--- config.mk ---
export PLATFORM = sky130hd
export DESIGN_NAME = ahb_mem_arb
export DESIGN_NICKNAME = d
export VERILOG_FILES = /design/src/rtl/ahb_pkg.sv /design/src/rtl/ahb_rr_arb2.sv /design/src/rtl/ahb_mem_arb.sv
export SDC_FILE = /design/constraint.sdc
export NUM_CORES = 1
export LEC_CHECK = 0
export ABC_AREA = 1
export BUFFER_PORTS_ARGS = -buffer_cell sky130_fd_sc_hd__buf_4
export CORE_UTILIZATION = 36
export DETAILED_ROUTE_END_ITERATION = 10
export GPL_ROUTABILITY_DRIVEN = 0
export PLACE_DENSITY = 0.68
export SYNTH_ARGS = -nofsm -noshare
export SYNTH_HDL_FRONTEND = slang
export SYNTH_SLANG_ARGS = --single-unit
--- constraint.sdc ---
create_clock -name hclk -period 2 [get_ports hclk]
set_input_delay 0.1 -clock hclk [delete_from_list [all_inputs] [get_ports hclk]]
set_output_delay 0.1 -clock hclk [all_outputs]
set_load 0.005 [all_outputs]
--- src/rtl/ahb_pkg.sv ---
// Shared AHB-Lite encodings and the arbiter FSM state type for the memory
// arbiter codebase slice.
package ahb_pkg;

  localparam logic [1:0] HTRANS_IDLE   = 2'b00;
  localparam logic [1:0] HTRANS_BUSY   = 2'b01;
  localparam logic [1:0] HTRANS_NONSEQ = 2'b10;
  localparam logic [1:0] HTRANS_SEQ    = 2'b11;

  localparam logic [1:0] HRESP_OKAY  = 2'b00;
  localparam logic [1:0] HRESP_ERROR = 2'b01;
  localparam logic [1:0] HRESP_RETRY = 2'b10;
  localparam logic [1:0] HRESP_SPLIT = 2'b11;

  localparam logic [2:0] HBURST_SINGLE = 3'b000;
  localparam logic [2:0] HBURST_INCR   = 3'b001;
  localparam logic [2:0] HBURST_WRAP4  = 3'b010;
  localparam logic [2:0] HBURST_INCR4  = 3'b011;
  localparam logic [2:0] HBURST_WRAP8  = 3'b100;
  localparam logic [2:0] HBURST_INCR8  = 3'b101;
  localparam logic [2:0] HBURST_WRAP16 = 3'b110;
  localparam logic [2:0] HBURST_INCR16 = 3'b111;

  localparam logic [2:0] HSIZE_WORD = 3'b010;

  typedef logic [1:0] arb_state_t;
  localparam arb_state_t ST_IDLE = 2'd0;
  localparam arb_state_t ST_ADDR = 2'd1;
  localparam arb_state_t ST_DATA = 2'd2;

endpackage

--- src/rtl/ahb_rr_arb2.sv ---
// Two-way round-robin grant: a lone requester always wins, a tie goes to the
// requester the pointer prefers, and the pointer moves away from whoever was served.
module ahb_rr_arb2 (
  input  logic       hclk,
  input  logic       hreset,
  input  logic [1:0] req,
  input  logic       adv,
  input  logic       served,
  output logic       gnt_vld,
  output logic       gnt_id
);

  logic ptr;

  always_ff @(posedge hclk) begin
    if (hreset) begin
      ptr <= 1'b0;
    end else if (adv) begin
      ptr <= ~served;
    end
  end

  always_comb begin
    gnt_vld = |req;
    gnt_id  = ptr;
    if (req == 2'b01) begin
      gnt_id = 1'b0;
    end else if (req == 2'b10) begin
      gnt_id = 1'b1;
    end
  end

endmodule

--- src/rtl/ahb_mem_arb.sv ---
// Arbitrates two simple request/done ports onto one AHB-Lite master issuing
// SINGLE word transfers through an IDLE -> ADDR -> DATA sequence.
module ahb_mem_arb
  import ahb_pkg::*;
#(
  parameter int AW = 32,
  parameter int DW = 32
) (
  input  logic          hclk,
  input  logic          hreset,
  input  logic          req0,
  input  logic          req1,
  input  logic          we0,
  input  logic          we1,
  input  logic [AW-1:0] addr0,
  input  logic [AW-1:0] addr1,
  input  logic [DW-1:0] wdata0,
  input  logic [DW-1:0] wdata1,
  output logic          done0,
  output logic          done1,
  output logic          err0,
  output logic          err1,
  output logic [DW-1:0] rdata,
  output logic          hsel,
  output logic          hwrite,
  output logic [AW-1:0] haddr,
  output logic [1:0]    htrans,
  output logic [2:0]    hsize,
  output logic [2:0]    hburst,
  output logic [DW-1:0] hwdata,
  input  logic [DW-1:0] hrdata,
  input  logic          hreadyout,
  input  logic [1:0]    hresp
);

  arb_state_t    state;
  logic          cur_id;
  logic [DW-1:0] wdata_q;
  logic          gnt_vld;
  logic          gnt_id;
  logic          xfer_done;
  logic          resp_err;

  assign xfer_done = (state == ST_DATA) && hreadyout;
  assign resp_err  = (hresp == HRESP_ERROR);

  ahb_rr_arb2 u_arb (
    .hclk    (hclk),
    .hreset  (hreset),
    .req     ({req1, req0}),
    .adv     (xfer_done),
    .served  (cur_id),
    .gnt_vld (gnt_vld),
    .gnt_id  (gnt_id)
  );

  always_ff @(posedge hclk) begin
    if (hreset) begin
      state  <= ST_IDLE;
      cur_id <= 1'b0;
      haddr  <= '0;
      hwrite <= 1'b0;
      done0  <= 1'b0;
      done1  <= 1'b0;
      err0   <= 1'b0;
      err1   <= 1'b0;
      rdata  <= '0;
    end else begin
      done0 <= 1'b0;
      done1 <= 1'b0;
      err0  <= 1'b0;
      err1  <= 1'b0;
      case (state)
        ST_IDLE: begin
          if (gnt_vld) begin
            state  <= ST_ADDR;
            cur_id <= gnt_id;
            haddr  <= gnt_id ? addr1 : addr0;
            hwrite <= gnt_id ? we1 : we0;
          end
        end
        ST_ADDR: begin
          if (hreadyout) begin
            state <= ST_DATA;
          end
        end
        ST_DATA: begin
          // Completion: the request ports are not looked at again, so a
          // requester dropping req mid-transfer cannot abort it.
          if (hreadyout) begin
            state <= ST_IDLE;
            done0 <= ~cur_id;
            done1 <= cur_id;
            err0  <= ~cur_id & resp_err;
            err1  <= cur_id & resp_err;
            if (!hwrite) begin
              rdata <= hrdata;
            end
          end
        end
        default: state <= ST_IDLE;
      endcase
    end
  end

  // Write data is only visible on the bus through the DATA-state gate below.
  always_ff @(posedge hclk) begin
    if ((state == ST_IDLE) && gnt_vld) begin
      wdata_q <= gnt_id ? wdata1 : wdata0;
    end
  end

  assign hsel   = (state == ST_ADDR);
  assign htrans = (state == ST_ADDR) ? HTRANS_NONSEQ : HTRANS_IDLE;
  assign hsize  = HSIZE_WORD;
  assign hburst = HBURST_SINGLE;
  assign hwdata = ((state == ST_DATA) && hwrite) ? wdata_q : '0;

endmodule

# Word-level counts from Yosys, hierarchy flattened
# Cells that the tools add are included.
# Widths: inputs -> output; s select.
# totals
ff_bits	105
inputBits	169
output_inout_bits	110
wordCells	45
# op_classes
eq_ne	8
mux	11
n_bitwise	6
reduce_logical	9
# ops
op	count
$mux 32	3
$mux 2	4
$eq 2x1->1 const B	3
$pmux 2 s3	1
$reduce_and 3->1	2
$eq 2x2->1 const B	2
$ne 2x2->1 const B	2
$not 1->1	4
$logic_and 1x1->1	3
$mux 1	3
$reduce_or 3->1	1
$and 1x1->1	2
$logic_not 2->1	1
$ne 2x1->1 const B	1
$reduce_and 2->1	1
$reduce_or 2->1	1

# Depth between registers and ports, before layout
# logic_depth
depth_word	4
ltp_mapped	9
ltp_nobuf	7

# Modules after synthesis
# Synthesis repeated with hierarchy kept, for this count alone.
# unflattened
cells_unflattened	781
hier_area_um2	5106.1
# modules_own_cells
mod	n_inst	cells_each	area_each_um2	seq_area_each_um2
ahb_mem_arb	1	771	5048.6	2402.3
ahb_rr_arb2	1	10	57.6	20.0

# Least setup slack after synthesis
# Ideal clock, no wire load.
# synth_path
path_kind	register to register
from	register state[1]
to	register wdata_q[0], enable pin
setup_time_ns	0.377
arrival_time_ns	1.222
required_ns	1.623
slack_ns	0.401
path_stages_with_launch	5
n_path_buf	1
synth_period_minus_slack_ns	1.599
path_cell_list	dfxtp_1 -> nor2_1 -> o21ai_4 -> inv_2 -> buf_2
# synth_via
elab_chain_cells	2
# synth_lines
element	line_no	rtl
from (decl)	ahb_mem_arb.sv:36	arb_state_t state;
from (signal assigned)	ahb_mem_arb.sv:59	state <= ST_IDLE;
from (signal assigned)	ahb_mem_arb.sv:76	state <= ST_ADDR;
from (signal assigned)	ahb_mem_arb.sv:84	state <= ST_DATA;
$logic_not 2->1	ahb_mem_arb.sv:108	if ((state == ST_IDLE) && gnt_vld) begin
$logic_and 1x1->1	ahb_mem_arb.sv:108	
to (signal assigned)	ahb_mem_arb.sv:109	wdata_q <= gnt_id ? wdata1 : wdata0;
to (decl)	ahb_mem_arb.sv:38	logic [DW-1:0] wdata_q;
# Every way passes these cells.
# A chain may end at the register's enable or synchronous reset.

# Final worst setup path
# layout_path
from	register state[0]
to	output hwdata[21]
# layout_via
elab_chain_cells	3
# layout_lines
element	line_no	rtl
$eq 2x2->1	ahb_mem_arb.sv:117	assign hwdata = ((state == ST_DATA) && hwrite) ? wdata_q : '0;
$logic_and 1x1->1	ahb_mem_arb.sv:117	
$mux 32	ahb_mem_arb.sv:117	
to (decl)	ahb_mem_arb.sv:30	output logic [DW-1:0] hwdata,
# Every way passes these cells.

==> impl_results.md <==
- Post-DP HPWL: 10,700 um
- Synth area leaders: dfxtp_1 (30%), edfxtp_1 (20%), nand2_1 (11%)
- Startpoint Class: flop
- Setup Fix Bufs, Post-CTS: 0
- DRT Pass-1 Iters: 5
- Max Cap Viol: 0
- Placed Cells: 1,095
- DRC Markers: 0
- WL per Instance: 13.7 um
- # diodes: 0
- WP data arrival: 1500 ps
- Leakage Power: 3.96 nW
- Cell Area, Synth: 4920 um^2
- Post-route cell area: 7430 um^2
- Die area: 14,100 um^2
- Finished Layout Cells: 1,120
- ANT nets after route: 0
- Number of synthesized flops with an enable pin: 32
- TritonCTS clock tree: yes
- Final setup viols: 0
- Largest net degree at the start of global routing: 66
- Via-to-Cell Ratio: 4.52
- Placed cell area: 7020 um^2
- Final Cycle Share: 0.802
- Worst Setup End Kind: output pin
- Share of layout cells above drive strength 1: 0.322
- Hold WS: 8.54 ps
- Maximum VDD drop: 371 uV
- Post_cts resized: 0
- Initial cell density of the core: 0.370
- Fin nets: 1,108
- Adder-cell area share of the yosys netlist: 0
- Hold_sp: hrdata[4]
- Die H: 119 um
- Post-synthesis register bit count: 105
- Share of Yosys cell area claimed by the top area cell type: 0.297
- GR Util All Layers: 0.220
- Clock insertion delay at the later pin of the skew report: 350 ps
- Simple-gate portion of the synthesized area: 0.288
- Multiplexer area fraction after synthesis: 0
- Main combinational cell family by area after synthesis: simple AND/OR/NAND/NOR gates
- Cell taking the most area after synthesis: dfxtp_1
- Most frequent cells after synthesis: nand2_1 (142), inv_1 (108), nor2_1 (102)
- CTS Sinks: 105
- Maximum clock path buffer count: 2
- Number of I/O pins: 279
- CTS Buf Count: 9
- Fin. max-slew vios: 0
- I/O Buffers: 271
- Crit-path max FO: 32
- Min-Delay Path Class: input pin to flop
- CTS clk-pin slew, worst paths: 70 ps
- R2R setup slack: 560 ps
- Initial antenna violation count: 0
- Mapped Cells: 682
- Rows: 42
- Top FF cell, synth: dfxtp_1
- Fmax: 623 MHz
- Mean Syn Cell Area: 7.21 um^2
- Multi-input logic area: 1820 um^2
- DR vias: 5,057
- Final wirelength: 15,300 um
- Area grow syn2layout: 51.1%
- Outcome: finished clean
- # fillers: 1,317
- Yosys warns: 0
- Seq/Total Area, Yosys: 0.493
- Pwr dens: 737 nW/um^2
- XOR/XNOR Fraction of Synth Area: 0
- FFs w/ async S/R, synth: 0
- First-pass GRT wire length: 24,300 um
- Max H-tree Level: 3
- RR Startpoint: u_arb.ptr
- Die W: 119 um
- Remaining global-route overflow: 0
- Unrepaired setup endpoints after global routing: false
- Start point of the critical path: state[0]
- Synth Area in Compound Gates: 0.0751
- Vias in the first global route: 4,732
- Post-synthesis cell type count: 17
- Setup TNS: 0 ps
- Count leader, synth: nand2_1
- Min Tclk post-route: 1600 ps
- Skew final: 5.65 ps
- Worst EP required: 1900 ps
- Seq. cell area: 2420 um^2
- CORE AREA: 13,300 um^2
- Final Hold Vio Count: 0
- Fin util: 0.559
- First-iteration detailed-routing DRC count: 328
- Clock Tree Root: clkbuf_16
- Setup Crit Path Kind: flop to output pin
## worst paths after layout
path	endpoint	cells past startpoint
hold reg to reg	rdata[28]	2
setup / recovery	hwdata[21]	7
setup reg to reg	haddr[3]	8
hold / removal	rdata[4]	3
## cell usage in the layout (no fill, tap or decap), types with 2 or more instances in the layout
| cell | netlist | routed |
|---|---|---|
| buf_4 | 16 | 281 |
| clkinv_2 | 0 | 2 |
| nand2_1 | 142 | 139 |
| nor2_1 | 102 | 102 |
| inv_1 | 108 | 108 |
| o21ai_0 | 33 | 33 |
| conb_1 | 2 | 7 |
| nand2_2 | 0 | 3 |
| clkbuf_8 | 0 | 2 |
| buf_12 | 0 | 2 |
| nand3_1 | 99 | 99 |
| edfxtp_1 | 32 | 32 |
| dfxtp_1 | 73 | 73 |
| a21oi_1 | 36 | 36 |
| dlygate4sd3_1 | 0 | 9 |
| clkbuf_16 | 0 | 11 |
## power breakdown
group          internal [W]  switching, W
Combinational      0.000566      0.000569
Sequential          0.00241     0.0000796
Clock               0.00106      0.000787
## area by class of cell
type,count,share of cell area
clock inverter,3,0.00219
multi-input combinational,422,0.245
timing repair buffer,292,0.301
clock buffer,13,0.0408
inverter,109,0.0551
sequential,105,0.326
tap,176,0.0296
## state kept, by name (all words and copies together), names as in the netlist
signal     cells
err0           1
u_arb.ptr      1
done0          1
rdata         32
done1          1
haddr         32
state          2
wdata_q       32
cur_id         1
hwrite         1
err1           1
## critical path: stages, from the launching register on
cell     delay [ps]
dfxtp_1         330
inv_1            50
nand2_1          90
inv_1            60
nand2_1          70
buf_4           320
nor2_1           90
buf_4           150
## logic make-up (layout without fill, tap and decap cells)
| family | Yosys count | after routing |
|---|---|---|
| AO/OA/AOI/OAI | 71 | 71 |
| other | 2 | 7 |
| buffers and inverters | 160 | 417 |
| AND/OR/NAND/NOR | 344 | 344 |
| flip-flops | 105 | 105 |
## stage by stage
stage,total power [W],worst slack [ps]
finish,0.00548,396
global placement,0.00365,585
CTS,0.00552,369
global route,0.00576,260
floorplan,0.00309,401
detailed placement,0.00367,558
## metal layers
metal | part of all wire | global-route usage
met5 | 0 | 0
met4 | 0.031 | 0.107
met3 | 0.055 | 0.0474
met2 | 0.49 | 0.368
met1 | 0.42 | 0.268
## timing repair
| item | CTS | global route |
|---|---|---|
| endpoints found under the hold margin | 9 | 0 |
| setup endpoints to repair | 0 | 0 |
| hold buffers | 9 | 0 |
Power figures use the tool's default switching activity.
